$ cat config.mk
export PLATFORM = sky130hd
export DESIGN_NAME = signed_2s_comp_sub_flat
export DESIGN_NICKNAME = d
export VERILOG_FILES = /design/src/rtl/signed_2s_comp_sub_if.sv /design/src/rtl/signed_2s_comp_sub.sv /design/src/flat_wrapper.sv
export SDC_FILE = /design/constraint.sdc
export NUM_CORES = 1
export LEC_CHECK = 0
export BUFFER_PORTS_ARGS = -buffer_cell sky130_fd_sc_hd__buf_2
export CELL_PAD_IN_SITES_DETAIL_PLACEMENT = 0
export CELL_PAD_IN_SITES_GLOBAL_PLACEMENT = 1
export CORE_MARGIN = 2
export CORE_UTILIZATION = 40
export CTS_CLUSTER_SIZE = 28
export DETAILED_ROUTE_END_ITERATION = 8
export PLACE_DENSITY_LB_ADDON = 0.1
export SLEW_MARGIN = 40
export SYNTH_ARGS = -nofsm -noshare
export SYNTH_HDL_FRONTEND = slang
export SYNTH_SLANG_ARGS = --single-unit
$ cat constraint.sdc
create_clock -name clk -period 7.1 [get_ports clk]
set_input_delay 0.355 -clock clk [delete_from_list [all_inputs] [get_ports clk]]
set_output_delay 0.355 -clock clk [all_outputs]
set_load 0.02 [all_outputs]
$ cat src/rtl/signed_2s_comp_sub_if.sv
`default_nettype none
// ============================================================================
// Module      : signed_2s_comp_sub_if
// Description : Valid/ready operand and result bundle for signed_2s_comp_sub.
// Revision    : 1.0 - initial release
// ============================================================================
interface signed_2s_comp_sub_if #(
    parameter int WIDTH = 32
);
    logic             in_valid;
    logic             in_ready;
    logic [WIDTH-1:0] num1;
    logic [WIDTH-1:0] num2;
    logic             out_valid;
    logic             out_ready;
    logic [WIDTH-1:0] s_sub;
    logic             overflow;
    logic             negative;
    logic             zero;

    modport master (
        output in_valid, num1, num2, out_ready,
        input  in_ready, out_valid, s_sub, overflow, negative, zero
    );

    modport slave (
        input  in_valid, num1, num2, out_ready,
        output in_ready, out_valid, s_sub, overflow, negative, zero
    );
endinterface
`default_nettype wire

$ cat src/rtl/signed_2s_comp_sub.sv
`default_nettype none
// ============================================================================
// Module      : signed_2s_comp_sub
// Description : Serial signed subtractor, num1 + ~num2 + 1, one CHUNK slice
//               per clock, LSB slice first, with valid/ready handshakes.
// Revision    : 1.0 - initial release
// ============================================================================
module signed_2s_comp_sub #(
    parameter int WIDTH = 32,
    parameter int CHUNK = 8
) (
    input  wire logic          clk,
    input  wire logic          rst,
    signed_2s_comp_sub_if.slave bus
);
    localparam int N     = WIDTH / CHUNK;
    localparam int IDX_W = (N > 1) ? $clog2(N) : 1;

    localparam logic [IDX_W-1:0] c_last_idx = IDX_W'(N - 1);

    localparam logic [1:0] c_st_idle = 2'd0;
    localparam logic [1:0] c_st_calc = 2'd1;
    localparam logic [1:0] c_st_done = 2'd2;

    logic [1:0]       r_state;
    logic [WIDTH-1:0] r_a;
    logic [WIDTH-1:0] r_nb;
    logic [WIDTH-1:0] r_acc;
    logic             r_carry;
    logic [IDX_W-1:0] r_idx;
    logic             r_in_ready;
    logic             r_out_valid;
    logic [WIDTH-1:0] r_s_sub;
    logic             r_overflow;
    logic             r_negative;
    logic             r_zero;

    int               w_base;
    logic [CHUNK:0]   w_sum;
    logic [WIDTH-1:0] w_acc_next;
    logic             w_overflow;

    always_comb begin
        w_base     = int'(r_idx) * CHUNK;
        w_sum      = {1'b0, r_a[w_base +: CHUNK]} + {1'b0, r_nb[w_base +: CHUNK]}
                   + {{CHUNK{1'b0}}, r_carry};
        w_acc_next = r_acc;
        w_acc_next[w_base +: CHUNK] = w_sum[CHUNK-1:0];
        // r_nb holds ~num2, so equal MSBs here mean the operand signs differ
        w_overflow = (r_a[WIDTH-1] == r_nb[WIDTH-1])
                   && (w_acc_next[WIDTH-1] != r_a[WIDTH-1]);
    end

    always_ff @(posedge clk) begin
        if (rst) begin
            r_state     <= c_st_idle;
            r_a         <= '0;
            r_nb        <= '0;
            r_acc       <= '0;
            r_carry     <= 1'b0;
            r_idx       <= '0;
            r_in_ready  <= 1'b1;
            r_out_valid <= 1'b0;
            r_s_sub     <= '0;
            r_overflow  <= 1'b0;
            r_negative  <= 1'b0;
            r_zero      <= 1'b0;
        end else begin
            case (r_state)
                c_st_idle: begin
                    if (bus.in_valid) begin
                        r_a        <= bus.num1;
                        r_nb       <= ~bus.num2;
                        r_acc      <= '0;
                        r_carry    <= 1'b1;
                        r_idx      <= '0;
                        r_in_ready <= 1'b0;
                        r_state    <= c_st_calc;
                    end
                end
                c_st_calc: begin
                    r_acc   <= w_acc_next;
                    r_carry <= w_sum[CHUNK];
                    r_idx   <= r_idx + 1'b1;
                    if (r_idx == c_last_idx) begin
                        r_s_sub     <= w_acc_next;
                        r_overflow  <= w_overflow;
                        r_negative  <= w_acc_next[WIDTH-1];
                        r_zero      <= (w_acc_next == '0);
                        r_out_valid <= 1'b1;
                        r_state     <= c_st_done;
                    end
                end
                c_st_done: begin
                    if (bus.out_ready) begin
                        r_out_valid <= 1'b0;
                        r_in_ready  <= 1'b1;
                        r_state     <= c_st_idle;
                    end
                end
                default: begin
                    r_out_valid <= 1'b0;
                    r_in_ready  <= 1'b1;
                    r_state     <= c_st_idle;
                end
            endcase
        end
    end

    assign bus.in_ready  = r_in_ready;
    assign bus.out_valid = r_out_valid;
    assign bus.s_sub     = r_s_sub;
    assign bus.overflow  = r_overflow;
    assign bus.negative  = r_negative;
    assign bus.zero      = r_zero;
endmodule
`default_nettype wire

$ cat src/flat_wrapper.sv
// flat-port wrapper written by rule: the top's interface ports become plain ports
module signed_2s_comp_sub_flat 
#(
    parameter int WIDTH = 32,
    parameter int CHUNK = 8
)
  (clk, rst, bus_in_valid, bus_num1, bus_num2, bus_out_ready, bus_in_ready, bus_out_valid, bus_s_sub, bus_overflow, bus_negative, bus_zero);
  signed_2s_comp_sub_if #(.WIDTH(WIDTH)) bus_i ();
  input  wire logic clk;
  input  wire logic rst;
  input wire logic [$bits(bus_i.in_valid)-1:0] bus_in_valid;
  input wire logic [$bits(bus_i.num1)-1:0] bus_num1;
  input wire logic [$bits(bus_i.num2)-1:0] bus_num2;
  input wire logic [$bits(bus_i.out_ready)-1:0] bus_out_ready;
  output wire logic [$bits(bus_i.in_ready)-1:0] bus_in_ready;
  output wire logic [$bits(bus_i.out_valid)-1:0] bus_out_valid;
  output wire logic [$bits(bus_i.s_sub)-1:0] bus_s_sub;
  output wire logic [$bits(bus_i.overflow)-1:0] bus_overflow;
  output wire logic [$bits(bus_i.negative)-1:0] bus_negative;
  output wire logic [$bits(bus_i.zero)-1:0] bus_zero;
  assign bus_i.in_valid = bus_in_valid;
  assign bus_i.num1 = bus_num1;
  assign bus_i.num2 = bus_num2;
  assign bus_i.out_ready = bus_out_ready;
  assign bus_in_ready = bus_i.in_ready;
  assign bus_out_valid = bus_i.out_valid;
  assign bus_s_sub = bus_i.s_sub;
  assign bus_overflow = bus_i.overflow;
  assign bus_negative = bus_i.negative;
  assign bus_zero = bus_i.zero;
  signed_2s_comp_sub #(.WIDTH(WIDTH), .CHUNK(CHUNK)) u_core (.clk(clk), .rst(rst), .bus(bus_i));
endmodule
After elaboration in Yosys (flattened, before gate mapping)
Index checks and enable logic that the tools add are counted.
Operators by class
  add/sub/neg operators: 4
  eq/ne operators: 8
  shift-type cells: 4
  mux-type cells: 17
  bitwise logic cells: 3
  reduce and logical (&&, ||, !) cells: 10
Operators with widths (number)
  32-bit case mux with 2 select lines: 1
  32-bit by 6-bit indexed part select with 8-bit output: 2
  5-bit negator with 33-bit output: 1
  8-bit by 33-bit variable shift with 32-bit output (first input constant): 1
  8-bit by 33-bit indexed part select with 32-bit output: 1
  32-bit bitwise mux: 1
  32-bit logical NOT: 1
  32-bit two-way mux: 1
  32-bit inverter: 1
  8-bit by 8-bit adder with 9-bit output: 1
  9-bit by 1-bit adder with 9-bit output: 1
  3-bit AND reduction: 3
  2-bit two-way mux: 4
  1-bit case mux with 3 select lines: 2
  2-bit case mux with 3 select lines: 1
  2-bit AND reduction: 3
  1-bit two-way mux: 5
  2-bit equality test (second input constant): 2
  2-bit inequality test (second input constant): 2
  2-bit case mux with 2 select lines: 1
  2-bit by 1-bit adder with 2-bit output (second input constant): 1
  2-bit by 1-bit equality test with 1-bit output (second input constant): 1
  2-bit logical NOT: 1
  2-bit by 1-bit inequality test with 1-bit output (second input constant): 1
  6 further kinds: 7
Storage, ports and cells
  bits in registers: 138
  input bits: 68
  output and inout bits: 37
  word-level logic and storage cells: 58

Logic depth before layout (Yosys ltp)
Gate-level depths: netlist of run 1.
  depth in word-level cells: 7
  gate-level depth with buffers: 12
  mapped depth without buffers: 10

Worst setup path after synthesis of run 1
Ideal clock, no wire load.
  path kind: register to register
  from: register u_core.r_idx[0]
  to: register u_core.r_zero, in the netlist u_core.bus.zero
  setup time: 67 ps
  arrival time: 3655 ps
  required time: 7033 ps
  setup slack: 3378 ps
  cell stages (with the launch flop): 12
  buffers on the path: 3
  period minus slack after synthesis: 3722 ps
  cells stage by stage: dfxtp_1 > clkbuf_1 > buf_1 > mux4_2 > ha_1 > and2_4 > a221o_1 > o21a_1 > or3_1 > buf_2 > o41a_1 > o21ai_2
On the way
  cells in the longest elaborated chain, start to end: 6
  elaborated cells between the ends (all ways): 11
  those cells by class: add/sub (3); eq/ne (1); shift (4); mux (1); reduce/logical (2)
RTL lines
  start, declared: line signed_2s_comp_sub.sv:30  | logic [IDX_W-1:0] r_idx;
  start signal, assigned: line signed_2s_comp_sub.sv:84  | r_idx <= r_idx + 1'b1;
  32-bit by 6-bit indexed part select with 8-bit output: line signed_2s_comp_sub.sv:45  | w_sum = {1'b0, r_a[w_base +: CHUNK]} + {1'b0, r_nb[w_base +: CHUNK]}
  8-bit by 8-bit adder with 9-bit output: line signed_2s_comp_sub.sv:45
  9-bit by 1-bit adder with 9-bit output: line signed_2s_comp_sub.sv:46  | + {{CHUNK{1'b0}}, r_carry};
  8-bit by 33-bit indexed part select with 32-bit output: line signed_2s_comp_sub.sv:48  | w_acc_next[w_base +: CHUNK] = w_sum[CHUNK-1:0];
  32-bit bitwise mux: line signed_2s_comp_sub.sv:48
  32-bit logical NOT: line signed_2s_comp_sub.sv:89  | r_zero <= (w_acc_next == '0);
  end signal, assigned: line signed_2s_comp_sub.sv:89
  end, declared: line signed_2s_comp_sub.sv:36  | logic r_zero;
Parallel ways exist; a longest one is shown, timed or not.
A chain may end at the register's enable or synchronous reset.

Worst setup path after layout of run 1
  from: register u_core.r_idx[0]
  to: register u_core.r_s_sub[14], in the netlist u_core.bus.s_sub[14]
On the way
  cells in the longest elaborated chain, start to end: 5
  elaborated cells between the ends (all ways): 10
  those cells by class: add/sub (3); eq/ne (1); shift (4); mux (1); reduce/logical (1)
RTL lines
  32-bit by 6-bit indexed part select with 8-bit output: line signed_2s_comp_sub.sv:45
  8-bit by 8-bit adder with 9-bit output: line signed_2s_comp_sub.sv:45
  9-bit by 1-bit adder with 9-bit output: line signed_2s_comp_sub.sv:46
  8-bit by 33-bit indexed part select with 32-bit output: line signed_2s_comp_sub.sv:48
  32-bit bitwise mux: line signed_2s_comp_sub.sv:48
  end signal, assigned: line signed_2s_comp_sub.sv:86  | r_s_sub <= w_acc_next;
  end, declared: line signed_2s_comp_sub.sv:33  | logic [WIDTH-1:0] r_s_sub;
Parallel ways exist; a longest one is shown, timed or not.

==> impl_metrics.tcl, run 1 <==
set metrics [dict create \
    overflow 0 \
    synth_area_sq_mm 0.00603 \
    synthXorXnorAreaFrac 0.00291 \
    syn_avg_cell_area_sq_um 8.63 \
    area_growth_pct 20.4 \
    num_rows 44 \
    grt_pass1_wl_um 26400 \
    synth_top_area_share 0.455 \
    rsz0062_at_grt "no" \
    cts-buffers-inserted 17 \
    dr_total_vias 5231 \
    start_util 0.412 \
    clockRootBuffer "clkbuf_16" \
    ys_seq_area_frac 0.455 \
    place_congestion 0.828 \
    dp_hpwl_um 11100 \
    die_w_um 127 \
    relSlewSlack 0.469 \
    cts-hold-fix-buffers 0 \
    crit_fanout 29 \
    grt_max_degree 97 \
    synth_flop_cell "dfxtp_1" \
    synth_fp_nets 781 \
    drc_errors 0 \
    first_pass_iters 5 \
    hold_class "in2reg" \
    yosysUniqueCellTypes 53 \
    antenna_cells 0 \
    yosysTopAreaCell "dfxtp_1" \
    fin_hold_ws_ns 0.109 \
    synth-async-reset-ratio 0 \
    track_usage 0.208 \
    status "complete, no violations" \
    arrival_ns 4.06 \
    placedCellCount 934 \
    layout_min_cycle_time_ns 3.72 \
    tns_ns 0 \
    num-nets-final 852 \
    cp_cell_sequence "buf_4, mux4_2, fa_1, inv_1, fa_1, nor2b_1, o31a_1, o31a_1, nor3_2, a221oi_1, nor3_1" \
    core_sq_mm 0.0146 \
    cp.buffers_inverters 2 \
    setup_violations 0 \
    drv_slew 0 \
    drt-wirelength-per-cell_um 16.8 \
    post_cts_resized 0 \
    cp-end-kind "flop" \
    synthTopCellsByCount "dfxtp_1 (137), nor2_1 (110), nand2_1 (93), a21oi_1 (66), a211oi_1 (48)" \
    yosys_warnings 0 \
    fin_cells 966 \
    io_pins 105 \
    leakagePower_nw 2.84 \
    antenna_found_initial 0 \
    place.port_buffers 104 \
    cts_tree "built" \
    ant_nets 0 \
    synth.most_common_cell "dfxtp_1" \
    die_h_um 127 \
    initialDrtViolationCount 383 \
    power_density_mw_per_mm2 278 \
    netlist_instances 698 \
    cts_sinks 137 \
    yosys.area_share.adder 0.0336 \
    drive_gt1_frac 0.212 \
    routed_wl_um 16200 \
    required_ns 7.45 \
    dieArea_sq_mm 0.0161 \
    hold_violations 0 \
    vias_per_cell 5.42 \
    max_stage_delay_ns 0.66 \
    synth_area_leaders "dfxtp_1 (46%), nor2_1 (6.9%), a211oi_1 (6.0%)" \
    critPathKind "reg2reg" \
    worst_setup_path_start_kind "flop" \
    clockBufferDepth 2 \
    finalClockSkew_ns 0.00810 \
    clock_latency_ns 0.42 \
    path_delay_family "simple AND/OR/NAND/NOR gates" \
    synth_simple_gate_area_frac 0.198 \
    utilization 0.496 \
    cts_max_level 4 \
    period_share 0.523 \
    synth_compound_area_frac 0.206 \
    clk_pin_slew_worst_paths_ns 0.06 \
    irDropWorstVdd_v 0.000157 \
    synth_top_family_by_area "compound AO/OA/AOI/OAI gates" \
    synth_edf_count 0 \
    tightest_slew_ns 0.793 \
    synth_mux_area_frac 0.0614 \
    fmax_mhz 269 \
    grt_pass1_vias 5181 \
    maxCapViolCount 0 \
    ys_ff_latch 137 \
    post_cts_buffers 0 \
    critPathSlowestCell "nor3_2" \
]
[sequential cells by signal, indices dropped and copies added (netlist names)]
| signal | flops |
|---|---|
| u_core.bus.s_sub | 32 |
| u_core.r_a | 32 |
| u_core.r_acc | 32 |
| u_core.r_nb | 32 |
| u_core.r_idx | 2 |
| u_core.r_state | 2 |
| u_core.bus.in_ready | 1 |
| u_core.bus.out_valid | 1 |
| u_core.bus.overflow | 1 |
| u_core.bus.zero | 1 |
| u_core.r_carry | 1 |
[kinds of logic after synthesis]
family,count (synthesis)
AND/OR/NAND/NOR,275
XOR/XNOR,2
adder cells (fa/ha/maj),15
AO/OA/AOI/OAI,185
multiplexers,17
flip-flops,137
buffers and inverters,67
[where the power goes]
group          switching [mW]  total, mW  internal, mW
Clock                   0.331      0.947         0.615
Combinational           0.154      0.248        0.0932
Sequential             0.0215      0.823         0.801
Total                   0.507       2.02          1.51
[layout by cell type, fill, tap and decap left out, types with 3 or more instances in the layout]
cell type	Yosys	layout
a211oi_1	48	48
a21o_1	4	4
a21oi_1	66	66
a221oi_1	9	9
a22o_1	6	6
a22oi_1	14	14
a31oi_1	10	10
a32o_1	4	4
and2_1	3	3
and3_1	3	3
buf_2	1	103
buf_4	1	5
bufinv_16	0	4
clkbuf_16	0	17
clkbuf_8	0	3
clkinv_2	0	3
dfxtp_1	137	136
ha_1	13	13
inv_1	8	8
mux4_2	16	16
nand2_1	93	93
nand2b_1	5	5
nand3_1	14	14
nand4_1	4	4
nor2_1	110	109
nor3_1	18	18
nor3b_1	3	3
nor4_1	5	5
o21a_1	5	5
o21ai_0	6	6
or3_1	3	3
[worst paths after layout]
path	start	to	slack, ns	depth (start not counted)
max reg2reg	u_core.r_idx[0]	u_core.bus.s_sub[14]	3.38	11
max	u_core.r_idx[0]	u_core.bus.s_sub[14]	3.38	11
min reg2reg	u_core.r_a[6]	u_core.r_a[6]	0.45	2
min	bus_num2[4]	u_core.r_nb[4]	0.11	2
[routing by layer]
metal  up-vias  share of wire  GRT usage
met5         -              0          0
met4         0          0.026     0.0814
met3        29          0.051     0.0544
met2       131           0.49      0.355
met1      2429           0.43      0.253
li1       2642              -          -
[metrics by stage]
step	area, sq um	power, mW	setup WS (ns)
floorplan	6030	1.01	3.38
global placement	6610	1.08	3.42
detailed placement	6610	1.09	3.42
CTS	7250	2.03	3.40
global route	7260	2.10	3.17
finish	7260	2.02	3.38
[layout make-up]
type | instances | area [sq um]
fill | 1452 | 7380
inverter | 10 | 37.5
tap | 184 | 230
sequential | 137 | 2740
clock buffer | 21 | 470
timing repair buffer | 109 | 564
multi-input combinational | 494 | 3050
clock inverter | 11 | 168
Note: power is estimated with default switching activity, not from simulation.
==> run 2, diff against run 1 <==
--- a/config.mk
+++ b/config.mk
@@ -5,11 +5,12 @@
 export SDC_FILE = /design/constraint.sdc
 export NUM_CORES = 1
 export LEC_CHECK = 0
+export ABC_AREA = 1
 export BUFFER_PORTS_ARGS = -buffer_cell sky130_fd_sc_hd__buf_2
 export CELL_PAD_IN_SITES_DETAIL_PLACEMENT = 0
 export CELL_PAD_IN_SITES_GLOBAL_PLACEMENT = 1
 export CORE_MARGIN = 2
-export CORE_UTILIZATION = 40
+export CORE_UTILIZATION = 36
 export CTS_CLUSTER_SIZE = 28
 export DETAILED_ROUTE_END_ITERATION = 8
 export PLACE_DENSITY_LB_ADDON = 0.1
==> constraint.sdc (replaced) <==
create_clock -name clk -period 3.3 [get_ports clk]
set_input_delay 0.165 -clock clk [delete_from_list [all_inputs] [get_ports clk]]
set_output_delay 0.165 -clock clk [all_outputs]
set_load 0.02 [all_outputs]
==> run 2 against run 1 <==
Against the previous run: final cell count rose by 30%; core utilization shrank 3.0 points; combinational power rose to 3.0 times the previous value; via count rose by 16%; register-to-register slack got worse by 3.1 ns; critical path type unchanged.
==> impl_metrics.tcl, run 2 <==
set metrics [dict create \
    synth-async-reset-ratio 0 \
    utilization 0.466 \
    initialDrtViolationCount 364 \
    cts-hold-fix-buffers 43 \
    synthTopCellsByCount "nand2_1 (185), dfxtp_1 (137), nor2_1 (124), o21ai_0 (121), inv_1 (76)" \
    required_ns 3.59 \
    period_share 0.903 \
    grt_pass1_vias 5563 \
    clockBufferDepth 2 \
    yosysUniqueCellTypes 28 \
    antenna_found_initial 0 \
    grt_max_degree 82 \
    num_rows 48 \
    drc_errors 0 \
    die_w_um 136 \
    critPathSlowestCell "dfxtp_1" \
    place_congestion 0.852 \
    mostFrequentLayoutCells "nand2_1 (185), dfxtp_1 (137), nor2_1 (123)" \
    num-nets-final 1107 \
    start_util 0.365 \
    yosysTopAreaCell "dfxtp_1" \
    rrSetupSlack_ns 0.32 \
    ant_nets 0 \
    fin_hold_ws_ns 0.00330 \
    pre_cts_ws_ns 0.310 \
    setup_violations 0 \
    p_sw_mw 1.27 \
    crit_fanout 49 \
    synth_top_area_share 0.438 \
    swShare 0.290 \
    cts_tree "built" \
    synth_area_leaders "dfxtp_1 (44%), nand2_1 (11%), o21ai_0 (9.7%)" \
    tightest_slew_ns 0.687 \
    grt_pass1_wl_um 29200 \
    drt-wirelength-per-cell_um 14.5 \
    ys_seq_area_frac 0.438 \
    p_clk_frac 0.424 \
    synth_area_sq_mm 0.00627 \
    dp_hpwl_um 12600 \
    register_area_sq_mm 0.00274 \
    layout_min_cycle_time_ns 2.98 \
    synth.most_common_cell "nand2_1" \
    overflow 0 \
    antenna_cells 0 \
    synth_flop_cell "dfxtp_1" \
    core_sq_mm 0.0172 \
    critPathKind "reg2reg" \
    hold_class "in2reg" \
    synth_edf_count 0 \
    final_common_cell "nand2_1" \
    max_stage_delay_ns 0.39 \
    clock_latency_ns 0.42 \
    power_frac_seq 0.406 \
    maxCapViolCount 0 \
    cts-buffers-inserted 17 \
    cp.buffers_inverters 3 \
    fmax_mhz 336 \
    setup_ws_ns 0.320 \
    drive_gt1_frac 0.158 \
    leakagePower_nw 3.72 \
    power_density_mw_per_mm2 549 \
    io_pins 105 \
    ys_ff_latch 137 \
    drv_slew 0 \
    vias_per_cell 4.81 \
    yosys_warnings 0 \
    netlist_instances 895 \
    cp-end-kind "flop" \
    hold_violations 0 \
    irDropWorstVdd_v 0.000361 \
    worst_setup_path_start_kind "flop" \
    post_cts_resized 0 \
    finalClockSkew_ns 0.00767 \
    relSlewSlack 0.542 \
    arrival_ns 3.27 \
    synth_fp_nets 978 \
    tns_ns 0 \
    cts_sinks 137 \
    clockRootBuffer "clkbuf_16" \
    dpl_cell_area_sq_mm 0.00701 \
    design_area_sq_mm 0.00801 \
    fillers 1850 \
    dr_total_vias 6062 \
    area_growth_pct 27.7 \
    place.port_buffers 104 \
    multiInputGateArea_sq_mm 0.00298 \
    clk_pin_slew_worst_paths_ns 0.06 \
    dieArea_sq_mm 0.0185 \
    first_pass_iters 5 \
    routed_wl_um 18200 \
    post_cts_buffers 0 \
    path_delay_family "simple AND/OR/NAND/NOR gates" \
    die_h_um 136 \
    cp_cell_sequence "buf_12, o21ai_0, o22ai_1, fa_1, inv_1, fa_1, inv_1, nand2_1, nand2_2, nand3_1, nand2_1, nand3_1, o21ai_0, nor2_1, nand3_1, nor2_1, nand2_1, a21oi_2" \
    cts_max_level 4 \
    track_usage 0.203 \
    p_comb_frac 0.170 \
    intPower_mw 3.12 \
    status "complete, no violations" \
    rsz0062_at_grt "no" \
    syn_avg_cell_area_sq_um 7.00 \
]
-- run 2: routing by layer --
| metal | track usage | vias up | part of all wire |
|---|---|---|---|
| met5 | 0 | - | 0 |
| met1 | 0.271 | 2695 | 0.47 |
| met4 | 0.0677 | 0 | 0.018 |
| met3 | 0.0380 | 23 | 0.045 |
| met2 | 0.330 | 151 | 0.47 |
| li1 | - | 3193 | - |
-- run 2: stage by stage --
stage	instances	power, mW
after global placement	1187	2.54
after floorplan	895	2.30
after detailed placement	1187	2.54
final	1259	4.40
after global routing	1259	4.62
after CTS	1259	4.45
-- run 2: cell type report --
class                      instances  area share
tap                              225      0.0352
clock inverter                    11      0.0158
inverter                          86      0.0403
clock buffer                      18      0.0549
sequential                       137       0.343
timing repair buffer             163       0.138
multi-input combinational        619       0.373
-- run 2: final timing paths --
kind	startpoint	to	cells past startpoint
worst max-delay path	u_core.r_idx[0]	u_core.bus.zero	18
worst min-delay path	bus_num1[14]	u_core.r_a[14]	3
worst max register to register	u_core.r_idx[0]	u_core.bus.zero	18
worst min register to register	u_core.bus.in_ready	u_core.bus.in_ready	2
-- run 2: worst min-delay path, delay by kind of cell --
family,cells,cell delay (ns)
simple gates,1,0.08
compound gates,1,0.07
buf+inv,1,0.07
-- run 2: logic make-up after synthesis --
logic type / after synthesis / synth area share
and+or+nand+nor: 353 / 0.223
buffers and inverters: 139 / 0.0866
AOI/OAI and AO/OA: 251 / 0.221
DFF: 137 / 0.438
adders and majority gates: 15 / 0.0323
-- run 2: power by group through the flow --
| stage | logic [mW] | registers (mW) | clock network [mW] |
|---|---|---|---|
| after detailed placement | 0.716 | 1.82 | 0 |
| after floorplan | 0.490 | 1.81 | 0 |
| after global placement | 0.718 | 1.82 | 0 |
| final | 0.746 | 1.79 | 1.86 |
| after CTS | 0.758 | 1.79 | 1.91 |
| after global routing | 0.852 | 1.79 | 1.98 |
==> run 3, diff against run 2 <==
--- a/config.mk
+++ b/config.mk
@@ -5,12 +5,13 @@
 export SDC_FILE = /design/constraint.sdc
 export NUM_CORES = 1
 export LEC_CHECK = 0
-export ABC_AREA = 1
 export BUFFER_PORTS_ARGS = -buffer_cell sky130_fd_sc_hd__buf_2
+export CAP_MARGIN = 20
 export CELL_PAD_IN_SITES_DETAIL_PLACEMENT = 0
 export CELL_PAD_IN_SITES_GLOBAL_PLACEMENT = 1
 export CORE_MARGIN = 2
-export CORE_UTILIZATION = 36
+export CORE_UTILIZATION = 39
+export CTS_BUF_LIST = sky130_fd_sc_hd__clkbuf_2
 export CTS_CLUSTER_SIZE = 28
 export DETAILED_ROUTE_END_ITERATION = 8
 export PLACE_DENSITY_LB_ADDON = 0.1
==> run 3 against run 2 <==
Against the previous run: worst setup slack lost 0.20 ns; core utilization grew 7.8 points; register-to-register slack lost 0.20 ns; largest cell class unchanged; critical path depth shrank 9; clock power shrank 35%; clock skew grew 0.033 ns; die area shrank 11%; combinational power shrank 5.4%; via count shrank 5.0%.
==> impl_metrics.tcl, run 3 (same netlist as run 1, synthesis figures left out) <==
set metrics [dict create \
    status "complete, no violations" \
    hold_violations 0 \
    relSlewSlack 0.467 \
    p_total_mw 3.68 \
    overflow 0 \
    drc_errors 0 \
    crit_fanout 12 \
    post_cts_buffers 0 \
    tightest_slew_ns 0.800 \
    critPathSlowestCell "mux4_2" \
    cp-endpoint "u_core.bus.zero" \
    drt-wirelength-per-cell_um 15.9 \
    dr_total_vias 5760 \
    place.port_buffers 104 \
    drive_gt1_frac 0.198 \
    max_stage_delay_ns 0.50 \
    final_common_cell "dfxtp_1" \
    vias_per_cell 5.24 \
    place_congestion 0.828 \
    clk_pin_slew_worst_paths_ns 0.20 \
    period_share 0.962 \
    power_density_mw_per_mm2 447 \
    start_util 0.398 \
    antenna_found_initial 1 \
    first_pass_iters 6 \
    required_ns 3.96 \
    cp.buffers_inverters 1 \
    grt_pass1_wl_um 28400 \
    worst-path-stages 9 \
    cp-end-kind "flop" \
    num_rows 45 \
    tns_ns 0 \
    worst-r2r-cell-count 9 \
    clockBufferDepth 2 \
    irDropWorstVdd_v 0.000260 \
    finalClockSkew_ns 0.0411 \
    initialDrtViolationCount 324 \
    path_delay_family "compound AO/OA/AOI/OAI gates" \
    arrival_ns 3.84 \
    drv_slew 0 \
    cp_cell_sequence "buf_12, mux4_2, ha_1, and2_4, a221o_1, o21a_1, or3_4, o41a_1, o21ai_2" \
    grtUsageMet3 0.0422 \
    num-nets-final 981 \
    rsz0062_at_grt "no" \
    clock_latency_ns 0.72 \
    gr-usage-met1 0.253 \
    leakagePower_nw 3.35 \
    r2r-start "u_core.r_idx[0]" \
    fmax_mhz 315 \
    fin_hold_ws_ns 0.138 \
    die_h_um 128 \
    mostFrequentLayoutCells "dfxtp_1 (136), dlygate4sd3_1 (118), nor2_1 (109)" \
    cts_tree "built" \
    core_sq_mm 0.0151 \
    routed_wl_um 17500 \
    grt_max_degree 97 \
    grtUsageMet2 0.401 \
    cts_max_level 4 \
    crit_start "u_core.r_idx[0]" \
    cts_sinks 137 \
    die_w_um 128 \
    cts-buffers-inserted 17 \
    area_growth_pct 36.6 \
    dp_hpwl_um 11600 \
    worst_setup_path_start_kind "flop" \
    rrSetupSlack_ns 0.12 \
    io_pins 105 \
    grt_pass1_vias 5781 \
    track_usage 0.220 \
    layout_min_cycle_time_ns 3.18 \
    clockRootBuffer "clkbuf_2" \
    r2r-end "u_core.bus.zero" \
    ant_nets 0 \
    dieArea_sq_mm 0.0165 \
    setup_violations 0 \
    critPathKind "reg2reg" \
    hold_class "in2reg" \
    maxCapViolCount 0 \
    top_usage_layer "met2" \
]
## run 3: cell count changes in the layout (fill, tap and decap cells not counted), sizes merged, moves of 17 or more
cell / previous run / this run
a211oi: 0 / 48
dlygate4sd3: 43 / 118
inv: 83 / 8
nand2: 187 / 93
nand3: 31 / 14
nor2: 127 / 110
nor3: 1 / 19
o21ai: 121 / 7
## run 3: cell type report
| type | instances | area, sq um |
|---|---|---|
| sequential | 137 | 2740 |
| clock inverter | 13 | 201 |
| inverter | 10 | 37.5 |
| tap | 188 | 235 |
| fill | 1412 | 6910 |
| multi-input combinational | 494 | 3060 |
| antenna | 1 | 2.50 |
| clock buffer | 19 | 95.1 |
| timing repair buffer | 238 | 1860 |
## run 3: power by group
| group | switching, mW | leakage, nW | internal (mW) | total [mW] |
|---|---|---|---|---|
| Sequential | 0.0451 | 1.12 | 1.73 | 1.77 |
| Combinational | 0.369 | 2.06 | 0.337 | 0.706 |
| Clock | 0.626 | 0.173 | 0.576 | 1.20 |
| Total | 1.04 | 3.35 | 2.64 | 3.68 |
## run 3: layer usage
layer  wire, um  part of all wire
met5          0                 0
met1       7630              0.44
met4        435             0.025
met3        498             0.028
met2       8950              0.51
## run 3: how the worst min path moves through the flow
stage | from | endpoint | slack [ns] | depth (start not counted)
after global placement | bus_num2[21] | u_core.r_nb[21] | 0.34 | 2
after floorplan | bus_num2[0] | u_core.r_nb[0] | 0.26 | 1
after detailed placement | bus_num2[28] | u_core.r_nb[28] | 0.35 | 2
after CTS | bus_num2[11] | u_core.r_nb[11] | 0.06 | 3
after global routing | bus_num2[9] | u_core.r_nb[9] | 0.07 | 3
final | bus_num2[25] | u_core.r_nb[25] | 0.14 | 3
## run 3: worst min-delay path, cell delays in order
cell and delay [ns]:
dlygate4sd3_1 0.52, buf_2 0.10, a211oi_1 0.06
## run 3: what timing repair did
action,4_1_cts,5_1_grt
resized for setup,0,7
setup endpoints to repair,0,11
hold endpoints to repair,100,0
hold buffers,118,0
## run 3: through the flow
step / cells / instance area [sq um] / setup slack [ns] / utilization
after floorplan: 698 / 6050 / 0.0139 / -
final: 1100 / 8240 / 0.124 / 0.544
after global routing: 1100 / 8240 / 0.0121 / 0.544
after global placement: 949 / 6720 / 0.0872 / 0.444
after detailed placement: 949 / 6720 / 0.0341 / 0.444
after CTS: 1099 / 8200 / 0.0157 / 0.541
